<file path="src/rtl/inv_share_arbiter.sv">
// rtl/inv_share_arbiter.sv - round-robin sequencer sharing one fixed-latency inverter unit
//
// Purpose: accepts one request at a time from N_REQ requesters (rotating priority),
// drives the shared inverter unit for UNIT_LAT cycles, captures its result and returns
// it tagged with the requester index over a valid/ready response channel.
//
// Ports:
//   clk, rst             clock (rising edge), asynchronous active-high reset
//   req_valid/req_data   per-requester request; requester i uses req_data[i*DATA_W +: DATA_W]
//   req_ready            one-hot accept strobe (IDLE only)
//   unit_a, unit_en      operand and enable to the shared inverter unit
//   unit_q               result from the shared inverter unit
//   rsp_valid/rsp_ready  response handshake
//   rsp_id, rsp_data     served requester index and captured unit result
//   busy                 high whenever a transaction is in flight
module inv_share_arbiter #(
    parameter int N_REQ    = 4,
    parameter int DATA_W   = 8,
    parameter int UNIT_LAT = 1,
    parameter int ID_W     = 2
) (
    input  logic                    clk,
    input  logic                    rst,
    input  logic [N_REQ-1:0]        req_valid,
    input  logic [N_REQ*DATA_W-1:0] req_data,
    output logic [N_REQ-1:0]        req_ready,
    output logic [DATA_W-1:0]       unit_a,
    output logic                    unit_en,
    input  logic [DATA_W-1:0]       unit_q,
    output logic                    rsp_valid,
    input  logic                    rsp_ready,
    output logic [ID_W-1:0]         rsp_id,
    output logic [DATA_W-1:0]       rsp_data,
    output logic                    busy
);

    localparam int CNT_W = (UNIT_LAT > 1) ? $clog2(UNIT_LAT) : 1;

    typedef enum logic [1:0] {
        IDLE = 2'd0,
        BUSY = 2'd1,
        RESP = 2'd2
    } state_t;

    state_t              state;
    state_t              state_next;
    logic [ID_W-1:0]     ptr;
    logic [CNT_W-1:0]    lat_cnt;
    logic [ID_W-1:0]     grant;
    logic                any_valid;
    logic                accept;
    logic [DATA_W-1:0]   grant_data;

    // Rotating-priority search starting at ptr. Walking the offsets from the far end
    // back toward ptr lets the nearest valid requester overwrite farther ones.
    always_comb begin
        grant     = ptr;
        any_valid = 1'b0;
        for (int k = N_REQ - 1; k >= 0; k--) begin
            int idx;
            idx = int'(ptr) + k;
            if (idx >= N_REQ) begin
                idx = idx - N_REQ;
            end
            if (req_valid[idx]) begin
                grant     = ID_W'(idx);
                any_valid = 1'b1;
            end
        end
    end

    always_comb begin
        grant_data = '0;
        for (int i = 0; i < N_REQ; i++) begin
            if (grant == ID_W'(i)) begin
                grant_data = req_data[i*DATA_W +: DATA_W];
            end
        end
    end

    assign accept = (state == IDLE) && any_valid;

    // State register
    always_ff @(posedge clk or posedge rst) begin
        if (rst) begin
            state <= IDLE;
        end else begin
            state <= state_next;
        end
    end

    // Next-state logic
    always_comb begin
        state_next = state;
        case (state)
            IDLE: begin
                if (accept) begin
                    state_next = BUSY;
                end
            end
            BUSY: begin
                if (lat_cnt == '0) begin
                    state_next = RESP;
                end
            end
            RESP: begin
                if (rsp_ready) begin
                    state_next = IDLE;
                end
            end
            default: state_next = IDLE;
        endcase
    end

    // Outputs decoded from state. req_ready is forced low while reset is asserted
    // so no requester sees a strobe that the datapath will not honour.
    always_comb begin
        req_ready = '0;
        if (!rst && accept) begin
            req_ready = N_REQ'(1) << grant;
        end
        unit_en = (state == BUSY);
        busy    = (state != IDLE);
    end

    // Datapath: pointer, operand, latency counter and response registers.
    always_ff @(posedge clk or posedge rst) begin
        if (rst) begin
            ptr       <= '0;
            unit_a    <= '0;
            rsp_id    <= '0;
            rsp_data  <= '0;
            rsp_valid <= 1'b0;
            lat_cnt   <= '0;
        end else begin
            case (state)
                IDLE: begin
                    if (accept) begin
                        unit_a  <= grant_data;
                        rsp_id  <= grant;
                        ptr     <= (grant == ID_W'(N_REQ - 1)) ? '0 : grant + 1'b1;
                        lat_cnt <= CNT_W'(UNIT_LAT - 1);
                    end
                end
                BUSY: begin
                    // Only the last BUSY edge samples unit_q; earlier values are junk.
                    if (lat_cnt != '0) begin
                        lat_cnt <= lat_cnt - 1'b1;
                    end else begin
                        rsp_data  <= unit_q;
                        rsp_valid <= 1'b1;
                    end
                end
                RESP: begin
                    if (rsp_ready) begin
                        rsp_valid <= 1'b0;
                    end
                end
                default: ;
            endcase
        end
    end

endmodule

</file>
<file path="config.mk">
export PLATFORM = sky130hd
export DESIGN_NAME = inv_share_arbiter
export DESIGN_NICKNAME = d
export VERILOG_FILES = /design/src/rtl/inv_share_arbiter.sv
export SDC_FILE = /design/constraint.sdc
export NUM_CORES = 1
export LEC_CHECK = 0
export CAP_MARGIN = 30
export CORE_MARGIN = 2
export CORE_UTILIZATION = 42
export DETAILED_ROUTE_END_ITERATION = 7
export PLACE_DENSITY = 0.85
export SETUP_SLACK_MARGIN = 0.15
export SYNTH_ARGS = -nofsm -noshare
export SYNTH_HDL_FRONTEND = slang
export SYNTH_SLANG_ARGS = --single-unit
</file>
<file path="constraint.sdc">
create_clock -name clk -period 7.1 [get_ports clk]
set_input_delay 0.71 -clock clk [delete_from_list [all_inputs] [get_ports clk]]
set_output_delay 0.71 -clock clk [all_outputs]
set_load 0.02 [all_outputs]
</file>
==> summary.txt <==
Detailed routing
  • DR vias/cell: 5.35
  • Wire per inst: 13.9 um
  • # DRC: 0
  • Vias: 1,343
  • DR iter-0 viols: 76
  • Routed WL: 3500 um
  • DRT Pass-1 Iters: 4
  • Routed Antenna Nets: 0

Timing
  • Final Hold Viols: 0
  • Layout Skew: 3.67 ps
  • Sum Neg Setup Slack: 0 ps
  • RSZ-0062 raised after global routing: no
  • # setup viols final: 0
  • Top achievable clock speed: 232 MHz
  • Final min period: 4310 ps
  • Slew Limit Headroom: 0.381
  • WHS: 516 ps
  • Fin. max-slew vios: 0
  • Worst Slack Setup Final: 2790 ps
  • Final period util: 0.606
  • Worst slew pin tran: 927 ps

Power and ir drop
  • Peak supply drop: 0.000177 V
  • Pwr dens: 403 nW/um2
  • Pleak: 0.864 nW

CTS
  • CTS Root Cell: clkbuf_4
  • Maximum buffer depth of the clock tree: 2
  • Hold_buf cts: 0
  • Resize count post-CTS: 0
  • H-tree depth: 1
  • Worst-Skew Late Latency: 300 ps
  • CTS tree: yes
  • Clock slew at reported path FFs: 110 ps
  • CTS buffer count: 3
  • Post-CTS Setup Inserts: 0
  • Clk sinks: 23

Finish
  • Diodes inserted: 0
  • Finished Core Util: 0.687
  • Final Instance Area: 2100 um2
  • Most frequent cells in the layout: clkdlybuf4s50_1, dfrtp_1, a21oi_1
  • Commonest non-fill, non-tap cell in the layout: clkdlybuf4s50_1
  • Layout cells sized above 1: 0.0773
  • Area grow syn2layout: 54.5%
  • Total Nets Final: 259
  • # fillers: 257

Placed design
  • RePlAce Congestion: 0.808
  • Worst slack at placement: 2840 ps
  • DP HPWL: 2790 um
  • I/O Buffers: 71
  • Placed inst area: 2070 um2

Synth
  • Unique masters post-synth: 32
  • Post-synthesis average cell area: 9.56 um2
  • Register area share after synthesis: 0.424
  • Syn Inst Count: 142
  • Synth area leader: dfrtp_1
  • Flops & latches, synth: 23
  • Share of the synthesized area in the top cell type: 0.424
  • Synth Net Count: 193
  • Yosys warns: 0
  • Synth area leaders: dfrtp_1, a21oi_1, mux2_2
  • Synth Cell Area: 1360 um2

Global route
  • First-pass GRT wire length: 5420 um
  • Vias in the first global route: 1,280
  • Largest net degree at the start of global routing: 28
  • GRT Total Usage: 0.192
  • Remaining global-route overflow: 0
  • Antenna violations before repair: 0

Worst setup path
  • Crit. End Element: output pin
  • Crit-path leading delay family: buffers and inverters
  • Slowest cell delay on critical path: 730 ps
  • Reg2reg setup slack: 4460 ps
  • Slowest CP cell: a2111oi_0
  • Crit-path max FO: 17
  • Req. time, crit path: 6390 ps
  • Crit start category: input pin
  • Buf/Inv on CP: 2
  • Worst path arrival time: 3600 ps
  • Top cell by count, worst path: clkdlybuf4s50_1
  • Crit Path Class: in2out
  • Crit path cell chain: clkdlybuf4s50_1 > nor2_1 > a2111oi_0 > or2_1 > ha_1 > and3_1 > clkdlybuf4s50_1

Job
  • Max Cap Viol: 0

Floorplanning
  • Core Rows: 20
  • Die Ht: 60.9 um
  • Top Ports: 72
  • Horiz. Die Dim: 60.9 um
  • Total die area: 3700 um2
  • Area of the core: 3050 um2
  • Initial Utilization: 0.445

Worst hold path
  • Worst Hold Class: reg2reg

Outcome
  • Run status: finished clean
logic make-up after synthesis:
| logic type | after synthesis | synth area share |
|---|---|---|
| fa+ha+maj | 4 | 0.0369 |
| compound gates | 44 | 0.218 |
| mux | 9 | 0.0774 |
| buf+inv | 23 | 0.0765 |
| flops | 23 | 0.424 |
| simple gates | 39 | 0.168 |
cell usage after synthesis:
master,count
a21o_1,1
nor2b_1,3
inv_4,1
nand3_1,1
and3_1,5
o21ai_0,2
nor2_1,7
a21oi_1,18
dfrtp_1,23
buf_4,1
a31oi_1,10
o31ai_1,1
or4_4,1
a21bo_2,1
ha_1,4
nand2_4,1
a2111oi_0,1
buf_1,1
or2_1,1
nor3b_1,1
clkbuf_1,4
mux2_4,1
nand2_1,8
nand3b_1,9
buf_2,3
buf_6,1
mux2_2,8
a221o_1,8
a211o_1,1
inv_1,12
nand2b_1,2
a32o_1,1
where the power goes:
group | switching [mW] | internal, mW | total (mW)
Combinational | 0.277 | 0.270 | 0.547
Clock | 0.0357 | 0.0219 | 0.0576
Sequential | 0.0400 | 0.200 | 0.240
Total | 0.352 | 0.492 | 0.844
state kept, by name (all words and copies together) (netlist names):
register / flops
rsp_data: 8
unit_a: 8
rsp_valid: 1
rsp_id: 2
state: 2
ptr: 2
routing by layer:
metal,global-route usage,share of wire
met5,0,0
met4,0.0714,0.0083
met3,0.0320,0.091
met2,0.336,0.47
met1,0.236,0.43
cell type report:
| cell class | count | area [um2] | share of cell area |
|---|---|---|---|
| tap | 44 | 55.1 | 0.0263 |
| sequential | 23 | 576 | 0.274 |
| clock buffer | 4 | 26.3 | 0.0125 |
| inverter | 13 | 51.3 | 0.0245 |
| timing repair buffer | 71 | 711 | 0.339 |
| multi-input combinational | 96 | 678 | 0.323 |
path summary, 6_finish.rpt:
check                                  start            to  depth (start not counted)
worst min register to register   rsp_data[2]   rsp_data[2]                          1
worst max-delay path            req_valid[1]  req_ready[1]                          7
worst min-delay path             rsp_data[2]   rsp_data[2]                          1
worst max register to register        ptr[1]     unit_a[5]                          7
max in group asynchronous                rst     rsp_id[1]                          2
min in group asynchronous                rst     rsp_valid                          2
per-stage QoR:
| stage | cells | power (mW) |
|---|---|---|
| 5_1_grt | 251 | 0.907 |
| 2_1_floorplan | 142 | 0.588 |
| 3_3_place_gp | 247 | 0.773 |
| 3_5_place_dp | 247 | 0.790 |
| 6_report | 251 | 0.844 |
| 4_1_cts | 251 | 0.849 |
No activity file was read; power rests on OpenSTA's default activity.
